--- src/rtl/serial_out_scheduler_if.sv ---
// Handshake and shift-register drive bundle for serial_out_scheduler.
// master: the producer/shift-register side; slave: the scheduler.
interface serial_out_scheduler_if #(
    parameter int unsigned NUM_REQ = 4,
    parameter int unsigned WIDTH   = 8
);
    localparam int unsigned ID_W = $clog2(NUM_REQ);

    logic [NUM_REQ-1:0]       req_in;
    logic [NUM_REQ*WIDTH-1:0] data_in;
    logic [NUM_REQ-1:0]       ack_out;
    logic [ID_W-1:0]          grant_id_out;
    logic                     sr_start_out;
    logic [WIDTH-1:0]         sr_vect_out;
    logic                     frame_out;
    logic                     busy_out;
    logic                     done_out;

    modport master (
        output req_in, data_in,
        input  ack_out, grant_id_out, sr_start_out, sr_vect_out, frame_out, busy_out, done_out
    );

    modport slave (
        input  req_in, data_in,
        output ack_out, grant_id_out, sr_start_out, sr_vect_out, frame_out, busy_out, done_out
    );
endinterface

--- src/rtl/serial_out_scheduler.sv ---
// Round-robin scheduler sharing one parallel-load serial-out shift register
// among NUM_REQ producers. One frame = IDLE sample, LOAD, WIDTH shifts, DONE.
module serial_out_scheduler #(
    parameter int unsigned NUM_REQ = 4,
    parameter int unsigned WIDTH   = 8
) (
    input logic                    clk_in,
    input logic                    rst_in,
    serial_out_scheduler_if.slave  bus
);
    localparam int unsigned ID_W  = $clog2(NUM_REQ);
    localparam int unsigned CNT_W = $clog2(WIDTH + 1);

    typedef enum logic [1:0] {StIdle, StLoad, StShift, StDone} state_t;

    state_t               state_q;
    logic [ID_W-1:0]      last_grant_q;
    logic [CNT_W-1:0]     shift_cnt_q;
    logic [NUM_REQ-1:0]   ack_q;
    logic [ID_W-1:0]      grant_id_q;
    logic                 sr_start_q;
    logic [WIDTH-1:0]     sr_vect_q;
    logic                 frame_q;
    logic                 busy_q;
    logic                 done_q;

    logic                 found;
    logic [ID_W-1:0]      winner;
    logic [ID_W-1:0]      cand;

    // Round-robin search starting just after the last grant, wrapping around.
    always_comb begin
        found  = 1'b0;
        winner = '0;
        cand   = '0;
        for (int unsigned i = 0; i < NUM_REQ; i++) begin
            cand = ID_W'((32'(last_grant_q) + 32'd1 + i) % NUM_REQ);
            if (!found && bus.req_in[cand]) begin
                found  = 1'b1;
                winner = cand;
            end
        end
    end

    // Frame FSM; every output is a register so the shifter sees clean edges.
    always_ff @(posedge clk_in or negedge rst_in) begin
        if (!rst_in) begin
            state_q      <= StIdle;
            last_grant_q <= ID_W'(NUM_REQ - 1);
            shift_cnt_q  <= '0;
            ack_q        <= '0;
            grant_id_q   <= '0;
            sr_start_q   <= 1'b0;
            sr_vect_q    <= '0;
            frame_q      <= 1'b0;
            busy_q       <= 1'b0;
            done_q       <= 1'b0;
        end else begin
            ack_q      <= '0;
            sr_start_q <= 1'b0;
            done_q     <= 1'b0;
            unique case (state_q)
                StIdle: begin
                    if (found) begin
                        state_q      <= StLoad;
                        sr_vect_q    <= bus.data_in[32'(winner) * WIDTH +: WIDTH];
                        grant_id_q   <= winner;
                        last_grant_q <= winner;
                        ack_q        <= {{(NUM_REQ - 1){1'b0}}, 1'b1} << winner;
                        sr_start_q   <= 1'b1;
                        busy_q       <= 1'b1;
                    end
                end
                StLoad: begin
                    state_q     <= StShift;
                    shift_cnt_q <= '0;
                    frame_q     <= 1'b1;
                end
                StShift: begin
                    if (shift_cnt_q == CNT_W'(WIDTH - 1)) begin
                        state_q <= StDone;
                        frame_q <= 1'b0;
                        done_q  <= 1'b1;
                    end else begin
                        shift_cnt_q <= shift_cnt_q + 1'b1;
                    end
                end
                StDone: begin
                    state_q <= StIdle;
                    busy_q  <= 1'b0;
                end
                default: state_q <= StIdle;
            endcase
        end
    end

    assign bus.ack_out      = ack_q;
    assign bus.grant_id_out = grant_id_q;
    assign bus.sr_start_out = sr_start_q;
    assign bus.sr_vect_out  = sr_vect_q;
    assign bus.frame_out    = frame_q;
    assign bus.busy_out     = busy_q;
    assign bus.done_out     = done_q;
endmodule
--- src/flat_wrapper.sv ---
// flat-port wrapper written by rule: the top's interface ports become plain ports
module serial_out_scheduler_flat 
#(
    parameter int unsigned NUM_REQ = 4,
    parameter int unsigned WIDTH   = 8
)
  (clk_in, rst_in, bus_req_in, bus_data_in, bus_ack_out, bus_grant_id_out, bus_sr_start_out, bus_sr_vect_out, bus_frame_out, bus_busy_out, bus_done_out);
  serial_out_scheduler_if #(.NUM_REQ(NUM_REQ), .WIDTH(WIDTH)) bus_i ();
  input logic clk_in;
  input logic rst_in;
  input wire logic [$bits(bus_i.req_in)-1:0] bus_req_in;
  input wire logic [$bits(bus_i.data_in)-1:0] bus_data_in;
  output wire logic [$bits(bus_i.ack_out)-1:0] bus_ack_out;
  output wire logic [$bits(bus_i.grant_id_out)-1:0] bus_grant_id_out;
  output wire logic [$bits(bus_i.sr_start_out)-1:0] bus_sr_start_out;
  output wire logic [$bits(bus_i.sr_vect_out)-1:0] bus_sr_vect_out;
  output wire logic [$bits(bus_i.frame_out)-1:0] bus_frame_out;
  output wire logic [$bits(bus_i.busy_out)-1:0] bus_busy_out;
  output wire logic [$bits(bus_i.done_out)-1:0] bus_done_out;
  assign bus_i.req_in = bus_req_in;
  assign bus_i.data_in = bus_data_in;
  assign bus_ack_out = bus_i.ack_out;
  assign bus_grant_id_out = bus_i.grant_id_out;
  assign bus_sr_start_out = bus_i.sr_start_out;
  assign bus_sr_vect_out = bus_i.sr_vect_out;
  assign bus_frame_out = bus_i.frame_out;
  assign bus_busy_out = bus_i.busy_out;
  assign bus_done_out = bus_i.done_out;
  serial_out_scheduler #(.NUM_REQ(NUM_REQ), .WIDTH(WIDTH)) u_core (.clk_in(clk_in), .rst_in(rst_in), .bus(bus_i));
endmodule
--- config.mk ---
export PLATFORM = sky130hd
export DESIGN_NAME = serial_out_scheduler_flat
export DESIGN_NICKNAME = d
export VERILOG_FILES = /design/src/rtl/serial_out_scheduler_if.sv /design/src/rtl/serial_out_scheduler.sv /design/src/flat_wrapper.sv
export SDC_FILE = /design/constraint.sdc
export NUM_CORES = 1
export LEC_CHECK = 0
export ABC_AREA = 1
export CAP_MARGIN = 5
export CORE_ASPECT_RATIO = 1.5
export CORE_UTILIZATION = 42
export CTS_CLUSTER_SIZE = 20
export DETAILED_ROUTE_END_ITERATION = 10
export PLACE_DENSITY = 0.73
export SYNTH_ARGS = -nofsm -noshare
export SYNTH_HDL_FRONTEND = slang
export SYNTH_SLANG_ARGS = --single-unit
--- constraint.sdc ---
create_clock -name clk_in -period 1.8 [get_ports clk_in]
set_input_delay 0.36 -clock clk_in [delete_from_list [all_inputs] [get_ports clk_in]]
set_output_delay 0.36 -clock clk_in [all_outputs]
set_load 0.005 [all_outputs]
==> results of run 1 <==
cells by family after synthesis:
logic type,after synthesis,share of synthesized area [%]
AND/OR/NAND/NOR,161,42.3
buffers and inverters,55,13.1
flip-flops,26,36.6
AO/OA/AOI/OAI,13,3.85
adder cells (fa/ha/maj),6,4.20
cells in the mapped netlist (all sizes together):
cell   count
or2        5
nand4      3
nor3       1
nor2      21
a21oi      6
o21ai      7
dfstp      2
nand3     39
ha         6
inv       50
and3       1
buf        5
nand2     91
dfrtp     24
layout make-up:
cell class              count  area share, %
clock buffers               4           1.55
flip-flops and latches     26           22.4
inverters                  50           6.78
repair buffers             92           29.9
multi-input cells         180           37.5
well taps                  45           1.93
stage by stage:
stage                     area, um^2  power (W)  hold slack [ps]
after floorplan                 1810    0.00329             64.4
after global placement          2580    0.00459              473
after detailed placement        2580    0.00466              476
after CTS                       2860    0.00576              459
after global routing            2920    0.00653              478
final                           2920    0.00601              447
final timing paths:
path	start	to	cells after the start
worst max-delay path	u_core.last_grant_q[0]$_DFFE_PN1P_	u_core.bus.sr_vect_out[4]$_DFFE_PN0P_	13
worst min register to register	u_core.bus.busy_out$_DFFE_PN0P_	u_core.bus.busy_out$_DFFE_PN0P_	2
max in group asynchronous	rst_in	u_core.last_grant_q[0]$_DFFE_PN1P_	2
worst max register to register	u_core.last_grant_q[0]$_DFFE_PN1P_	u_core.bus.sr_vect_out[4]$_DFFE_PN0P_	13
worst min-delay path	rst_in	u_core.bus.ack_out[2]$_DFF_PN0_	2
min in group clk_in	u_core.bus.busy_out$_DFFE_PN0P_	u_core.bus.busy_out$_DFFE_PN0P_	2
metal layers:
metal	routed length, um	global-route usage [%]
met1	1910	23.9
met2	2640	44.1
met3	177	2.83
met4	72	6.75
met5	0	0
where the power goes:
group          switching (W)  leakage, nW  internal (W)  total, W
combinational        0.00241         1.13       0.00218   0.00459
clock               0.000179       0.0228      0.000158  0.000338
sequential          0.000198        0.319      0.000883   0.00108
repair_timing:
action / in CTS / in global routing
setup endpoints to repair: 20 / 21
setup buffers: 9 / 2
gates resized for setup: 50 / 13
pin swaps: 15 / 6
state kept, by name, summed over array words and instances, names as in the netlist, 2 cells and up:
register                 count
u_core.bus.ack_out           4
u_core.bus.grant_id_out      2
u_core.bus.sr_vect_out       8
u_core.last_grant_q          2
u_core.shift_cnt_q           4
u_core.state_q               2
==> run metrics, run 1 <==
most frequent cells in the layout=nand2_1 (63), clkdlybuf4s50_1 (55), inv_1 (40); FMAX=492 MHz; commonest non-fill, non-tap cell in the layout=nand2_1; die area=4520 um^2; wire length of the first global-routing pass=8120 um; synthesized area=approximately 1800 um^2; H-tree Lvls=1; setup ws final=-231 ps; # fillers=316; clk buf depth=2; max-slew violations=0; violated checks=negative setup slack; Clock Skew=3.67 ps; Routed Antenna Nets=0; initial antenna violation count=0; total track usage=22.0%; #FFs+latches synth=26; clock sink count=26; DRC=0; CP Data Required Time=~2000 ps; max_cap viols=0; Crit path arrival time=2190 ps; share of the synthesized area in the top cell type=between 30% and 40%; PwrDens=2060 nW/um^2; synth warn=0; # IOs=between 50 and 60; count of final setup violators=19; CTS tree=done; post-DR wirelength/cell=about 12 um; vias in the first global route=between 1500 and 2000; worst stage delay on the critical path=610 ps; VDD IR max=1920 uV; Syn Area/Cell=6.84 um^2; DRT iter0 DRCs=54; area delta synth->final=63.3%; nets=~400; Placed Cells=382; Die H=81.9 um; R2R Setup Slk=-230 ps; Crit Path Category=reg2reg; Avg Vias per Cell=just under 5; Crit path top cell by count=nand2_2; Synth area leaders=dfrtp_1 (34%), nand2_1 (17%), nand3_1 (11%); Clock Tree Root=clkbuf_8; area taken by flip-flops and latches=653 um^2; outcome=finished with violations; TritonRoute pass-1 iters=4; Layout Cells excl Fill=397; port bufs=55; Rows=28; worst-margin pin slew=333 ps; final hold violations=0; post-synth cell types=27; RSZ-0062 raised after global routing=yes; final wirelength=~4800 um; core region area=3990 um^2; Final HPWL DP=between 3000 and 4000 um; Skew-Pair Late Insertion Delay=270 ps; register area share after synthesis=between 30% and 40%; pin count of the biggest net entering global routing=27; starting density of the core=44.7%; Hold Buf Count CTS=0; area occupied by multi-input gates=1090 um^2; Worst Hold Class=in2async; Setup TNS=-2990 ps; clock period minus worst slack=2030 ps; Reg clk slew, reported paths=90 ps; via count of the routed design=1928; critical path's slowest cell=dfstp_2; CP startpoint kind=flip-flop; Die X=55.2 um; Leak=1.48 nW; Gate Count Post-Synth=261; CTS Buf Count=3; Slew HR=just under 80%; CP delay by family, top=simple AND/OR/NAND/NOR gates; Post-Syn Nets=305; Buffers & Inverters on Critical Path=2; largest area contributor in the netlist=dfrtp_1; period utilization=113%; worst-path maximum fanout=15; CP Cell Sequence=inv_4 > nand2_1 > nand2_2 > nand2_2 > nand2_2 > buf_4 > nand2_1 > nand2_2 > nor2_8 > nand2_8 > or2_1 > nand3_2 > nand3_2; share of cells above drive strength 1=30.1%; n_diodes=0; gr ovfl total=0; utilization after layout=73.0%; RePlAce Congestion=0.855; Worst setup EP type=flip-flop; post-place setup slack=-484 ps
(Power assumes the default switching activity.)
==> run 2, diff against run 1 <==
--- a/config.mk
+++ b/config.mk
@@ -15,3 +15,4 @@
 export SYNTH_ARGS = -nofsm -noshare
 export SYNTH_HDL_FRONTEND = slang
 export SYNTH_SLANG_ARGS = --single-unit
+export TNS_END_PERCENT = 20
==> run metrics, run 2 (synthesis gave the netlist of run 1 again) <==
outcome=finished with violations; violated checks=negative setup slack; Die H=81.9 um (unchanged); CP Data Required Time=2000 ps (+40 ps); gr ovfl total=0 (unchanged); count of final setup violators=19 (unchanged); setup ws final=-178 ps (+52.4 ps); Leak=1.36 nW (-8.1%); wire length of the first global-routing pass=7130 um (-12%); area delta synth->final=47.8%; RePlAce Congestion=0.859 (+0.49%); Worst setup EP type=flip-flop; DRT iter0 DRCs=39 (-28%); total power draw=0.00504 W (-16%); final hold violations=0 (unchanged); CTS Buf Count=3 (unchanged); worst-path maximum fanout=6 (-9); via count of the routed design=1791 (-7.1%); core region area=3990 um^2 (unchanged); share of cells above drive strength 1=19.8% (-10 points); die area=4520 um^2 (unchanged); Die X=55.2 um (unchanged); H-tree Lvls=1 (unchanged); CTS tree=done; post-place setup slack=-455 ps (+28.7 ps); Skew-Pair Late Insertion Delay=260 ps (about the same); commonest non-fill, non-tap cell in the layout=nand2_1; clock period minus worst slack=1980 ps (-52.4 ps); clk buf depth=2 (unchanged); worst stage delay on the critical path=620 ps (about the same); max FFs per register=8 (unchanged); vias in the first global route=1732 (-11%); initial antenna violation count=0 (unchanged); Final HPWL DP=3290 um (-2.2%); total track usage=19.1% (-2.9 points); Slew HR=78.3% (+0.46 points); pin count of the biggest net entering global routing=27 (unchanged); max_cap viols=0 (unchanged); starting density of the core=44.7% (unchanged); Reg clk slew, reported paths=90 ps (about the same); Crit path arrival time=2180 ps (about the same); TritonRoute pass-1 iters=4 (unchanged); post-DR wirelength/cell=10.8 um (-10%); worst-margin pin slew=326 ps (-6.91 ps); PwrDens=1910 nW/um^2 (-7.3%); CP Cell Sequence=buf_4 > nand2_1 > nand2_2 > nand2_2 > nand2_4 > nor2_4 > nand2_1 > nor2_2 > inv_2 > nand2_4 > buf_4 > nor2_4 > nand3_1 > nand3_1; period utilization=110% (-2.9 points); Rows=28 (unchanged); CP startpoint kind=flip-flop; Routed Antenna Nets=0 (unchanged); nets=379 (-4.5%); clock sink count=26 (unchanged); # fillers=360 (+14%); Clock Tree Root=clkbuf_8; DRC=0 (unchanged); R2R Setup Slk=-180 ps (+50 ps); Avg Vias per Cell=4.73 (-2.7%); Clock Skew=5.58 ps (+1.91 ps); FMAX=505 MHz (+2.6%); final wirelength=4110 um (-14%); critical path's slowest cell=dfstp_2; Crit Path Category=reg2reg; Worst Hold Class=in2async; # IOs=56 (unchanged); Post-CTS Setup Bufs=0 (-9); port bufs=55 (unchanged); most frequent cells in the layout=nand2_1 (73), clkdlybuf4s50_1 (55), inv_1 (41); max-slew violations=0 (unchanged); RSZ-0062 raised after global routing=yes; VDD IR max=1620 uV (-16%); n_diodes=0 (unchanged); reg2reg path depth=14 (+1)
-- run 2: cell types whose count changed in the layout (fill, tap and decap cells not counted), sizes merged --
cell | previous run | this run
buf | 37 | 19
-- run 2: final cells by class --
| type | count | area (um^2) | area share [%] |
|---|---|---|---|
| inverters | 50 | 190 | 7.21 |
| repair buffers | 74 | 722 | 27.4 |
| clock buffers | 4 | 45.0 | 1.71 |
| flip-flops and latches | 26 | 653 | 24.8 |
| well taps | 45 | 56.3 | 2.13 |
| multi-input cells | 180 | 972 | 36.8 |
-- run 2: worst paths after layout --
check | endpoint | startpoint
setup / recovery | u_core.bus.sr_vect_out[7]$_DFFE_PN0P_ | u_core.last_grant_q[0]$_DFFE_PN1P_
hold / removal | u_core.bus.sr_vect_out[0]$_DFFE_PN0P_ | rst_in
setup reg to reg | u_core.bus.sr_vect_out[7]$_DFFE_PN0P_ | u_core.last_grant_q[0]$_DFFE_PN1P_
hold reg to reg | u_core.bus.sr_vect_out[3]$_DFFE_PN0P_ | u_core.bus.sr_vect_out[3]$_DFFE_PN0P_
max in group asynchronous | u_core.last_grant_q[1]$_DFFE_PN1P_ | rst_in
min in group clk_in | u_core.bus.sr_vect_out[3]$_DFFE_PN0P_ | u_core.bus.sr_vect_out[3]$_DFFE_PN0P_
-- run 2: worst max-delay path, delay by kind of cell (launching register included) --
family        cells  cell delay (ps)
buf+inv           3              360
flops             1              620
simple gates     11              940
-- run 2: what timing repair did --
| action | 4_1_cts | 5_1_grt |
|---|---|---|
| hold buffers | 0 | 0 |
| cloned | 0 | 0 |
| pin swaps | 2 | 1 |
| endpoints found under the setup margin | 19 | 21 |
| resized for setup | 17 | 5 |
-- run 2: per-stage QoR --
stage / util, % / hold slack [ps] / cell area, um^2 / setup TNS, ps / cells
2_1_floorplan: - / 64.4 / 1800 / -390 / 261
4_1_cts: 65.6 / 474 / 2620 / -2120 / 379
6_report: 66.1 / 453 / 2640 / -2110 / 379
3_3_place_gp: 63.3 / 471 / 2530 / -6660 / 375
3_5_place_dp: 63.3 / 474 / 2530 / -6990 / 375
5_1_grt: 66.1 / 493 / 2640 / -5310 / 379
-- run 2: power breakdown --
part	internal (W)	switching (W)	total (W)
clock	0.000158	0.000166	0.000323
sequential	0.000883	0.000191	0.00107
combinational	0.00164	0.00201	0.00364
total	0.00268	0.00236	0.00504
-- run 2: per-layer routing --
metal	track usage, %	share of wire [%]
met5	0	0
met4	5.50	0.56
met1	21.9	40
met3	2.20	3.6
met2	37.1	55
==> run 3, diff against run 2 <==
--- a/config.mk
+++ b/config.mk
@@ -5,13 +5,13 @@
 export SDC_FILE = /design/constraint.sdc
 export NUM_CORES = 1
 export LEC_CHECK = 0
-export ABC_AREA = 1
+export ABC_AREA = 0
 export CAP_MARGIN = 5
 export CORE_ASPECT_RATIO = 1.5
-export CORE_UTILIZATION = 42
+export CORE_UTILIZATION = 38
 export CTS_CLUSTER_SIZE = 20
 export DETAILED_ROUTE_END_ITERATION = 10
-export PLACE_DENSITY = 0.73
+export PLACE_DENSITY = 0.72
 export SYNTH_ARGS = -nofsm -noshare
 export SYNTH_HDL_FRONTEND = slang
 export SYNTH_SLANG_ARGS = --single-unit
==> run metrics, run 3 <==
outcome=finished clean; share of the synthesized area in the top cell type=44.2% (+11 points); pin count of the biggest net entering global routing=27 (unchanged); Post-CTS Setup Bufs=0 (unchanged); Final Instance Area=2150 um^2 (-18%); Setup TNS=0 ps (+2110 ps); Worst Hold Class=in2async; starting density of the core=39.8% (-4.9 points); # IOs=56 (unchanged); most frequent cells after synthesis=dfrtp_1 (24), nand2_1 (18), mux2i_1 (16), nor2_1 (11), ha_1 (6); Synth async-reset ratio=100% (unchanged); largest area contributor in the netlist=dfrtp_1; Avg Vias per Cell=5.22 (+11%); DRT iter0 DRCs=25 (-36%); FMAX=570 MHz (+13%); total track usage=19.3% (+0.15 points); Syn Area/Cell=10.5 um^2 (+54%); # fillers=296 (-18%); most common cell in the netlist=dfrtp_1; RSZ-0062 raised after global routing=yes; die area=3820 um^2 (-15%); Cell Area, Placed=2060 um^2 (-19%); max-slew violations=0 (unchanged); VDD IR max=943 uV (-42%); FF-to-FF Start=u_core.last_grant_q[0]$_DFFE_PN1P_; initial antenna violation count=0 (unchanged); final hold violations=0 (unchanged); core region area=3420 um^2 (-14%); worst-path maximum fanout=17 (+11); clock period minus worst slack=1750 ps (-224 ps); Skew-Pair Late Insertion Delay=270 ps (about the same); Die X=50.8 um (-8.0%); commonest non-fill, non-tap cell in the layout=clkdlybuf4s50_1; area taken by flip-flops and latches=653 um^2 (unchanged); register area share after synthesis=48.1% (+11 points); share of cells above drive strength 1=16.8% (-2.9 points); Die H=75.2 um (-8.1%); CTS tree=done; max FFs per register=8 (unchanged); synth warn=0 (unchanged); post-place setup slack=-316 ps (+139 ps); final wirelength=3460 um (-16%); Post-synth top flop=dfrtp_1; Post-synth EDFFs=0 (unchanged); port bufs=55 (unchanged); wire length of the first global-routing pass=5540 um (-22%); Final HPWL DP=2650 um (-19%); Clock Skew=5.35 ps (-0.230 ps); RePlAce Congestion=0.796 (-7.3%); most frequent cells in the layout=clkdlybuf4s50_1 (53), dfrtp_1 (24), nand2_1 (18); Reg clk slew, reported paths=90 ps (about the same); DRC=0 (unchanged); post-synth cell types=29 (+7.4%); via count of the routed design=1243 (-31%); PwrDens=1410 nW/um^2 (-26%); H-tree Lvls=1 (unchanged); Routed Antenna Nets=0 (unchanged); count of final setup violators=0 (-19); reg2reg path depth=6 (-8); Synth area leaders=dfrtp_1 (44%), mux2i_1 (12%), ha_1 (5.5%); CP startpoint kind=input port; Slew HR=73.8% (-4.5 points); n_diodes=0 (unchanged); vias in the first global route=1240 (-28%); Crit Path Category=in2reg; worst r2r dst=u_core.bus.sr_vect_out[3]$_DFFE_PN0P_; Worst setup EP type=flip-flop; Post-Syn Nets=173 (-43%); period utilization=97.5% (-12 points); area occupied by multi-input gates=692 um^2 (-29%); Gate Count Post-Synth=129 (-51%); Hold Buf Count CTS=0 (unchanged); setup ws final=45.0 ps (+224 ps); nets=241 (-36%); Rows=26 (-7.1%); CP Data Required Time=1950 ps (-50 ps); area delta synth->final=58.5%; CTS Buf Count=3 (unchanged); synthesized area=1360 um^2 (-24%); post-DR wirelength/cell=14.6 um (+34%); gr ovfl total=0 (unchanged); Clock Tree Root=clkbuf_8; Crit path arrival time=1910 ps (-270 ps); clock sink count=26 (unchanged); Leak=0.989 nW (-27%); TritonRoute pass-1 iters=5 (+1); R2R Setup Slk=80 ps (+260 ps); #FFs+latches synth=26 (unchanged); clk buf depth=2 (unchanged); max_cap viols=0 (unchanged); worst-margin pin slew=390 ps (+64.0 ps)
## run 3: cell types whose count changed in the layout (fill, tap and decap cells not counted), sizes merged, moves of 8 or more
cell | previous run | this run
mux2i | 0 | 16
nor2 | 21 | 11
nand3 | 39 | 4
o221ai | 0 | 8
nand2 | 91 | 18
inv | 50 | 6
## run 3: worst max-delay path, stage by stage
cell and delay [ps]:
clkdlybuf4s50_1 460, nand2b_1 130, a21oi_2 80, a211oi_4 270
buf_12 210, mux2i_2 270, o221ai_2 110
## run 3: how the worst max path moves through the flow
stage	start	to	depth (start not counted)
floorplan	u_core.last_grant_q[0]$_DFFE_PN1P_	u_core.bus.sr_vect_out[0]$_DFFE_PN0P_	6
global placement	bus_req_in[3]	u_core.bus.sr_vect_out[3]$_DFFE_PN0P_	7
detailed placement	bus_req_in[3]	u_core.bus.sr_vect_out[3]$_DFFE_PN0P_	7
CTS	bus_req_in[3]	u_core.bus.sr_vect_out[3]$_DFFE_PN0P_	7
global route	u_core.shift_cnt_q[0]$_DFFE_PN0P_	u_core.state_q[1]$_DFFE_PN0P_	5
finish	bus_req_in[2]	u_core.bus.sr_vect_out[3]$_DFFE_PN0P_	7
## run 3: through the flow
stage                     hold WS (ps)  instances  power [W]  utilization, %
final                              454        238    0.00304            63.0
after global routing               481        238    0.00325            63.0
after CTS                          464        238    0.00303            62.1
after detailed placement           471        234    0.00263            60.3
after global placement             463        234    0.00256            60.3
after floorplan                   64.4        129    0.00185               -
## run 3: routing by layer
metal  part of all wire (%)  global-route usage, %  up-vias
met2                     53                   38.4       55
li1                       -                      -      591
met5                      0                      0        -
met1                     38                   20.4      595
met4                   0.38                   4.63        0
met3                    8.5                   3.84        2
## run 3: what timing repair did
action,in CTS,in global routing
gates resized for setup,2,7
endpoints found under the setup margin,1,9
pin swaps,0,2
## run 3: where the power goes
part           leakage [nW]  internal [W]  switching [W]  total, W
clock                0.0288      0.000195       0.000181  0.000376
sequential            0.322      0.000847       0.000174   0.00102
combinational         0.638      0.000927       0.000718   0.00164
## run 3: cell type report
type | count | area share (%)
Sequential cell | 26 | 30.3
Inverter | 6 | 1.05
Timing Repair Buffer | 68 | 31.5
Clock buffer | 4 | 2.56
Multi-Input combinational cell | 92 | 32.1
Tap cell | 42 | 2.44
## run 3: kinds of logic (layout without fill, tap and decap cells)
kind of cell / Yosys count / count (layout) / share of synthesized area, %
simple gates: 44 / 44 / 14.5
flops: 26 / 26 / 48.1
compound gates: 25 / 25 / 15.3
mux: 17 / 17 / 12.6
buf+inv: 11 / 78 / 4.05
fa+ha+maj: 6 / 6 / 5.52
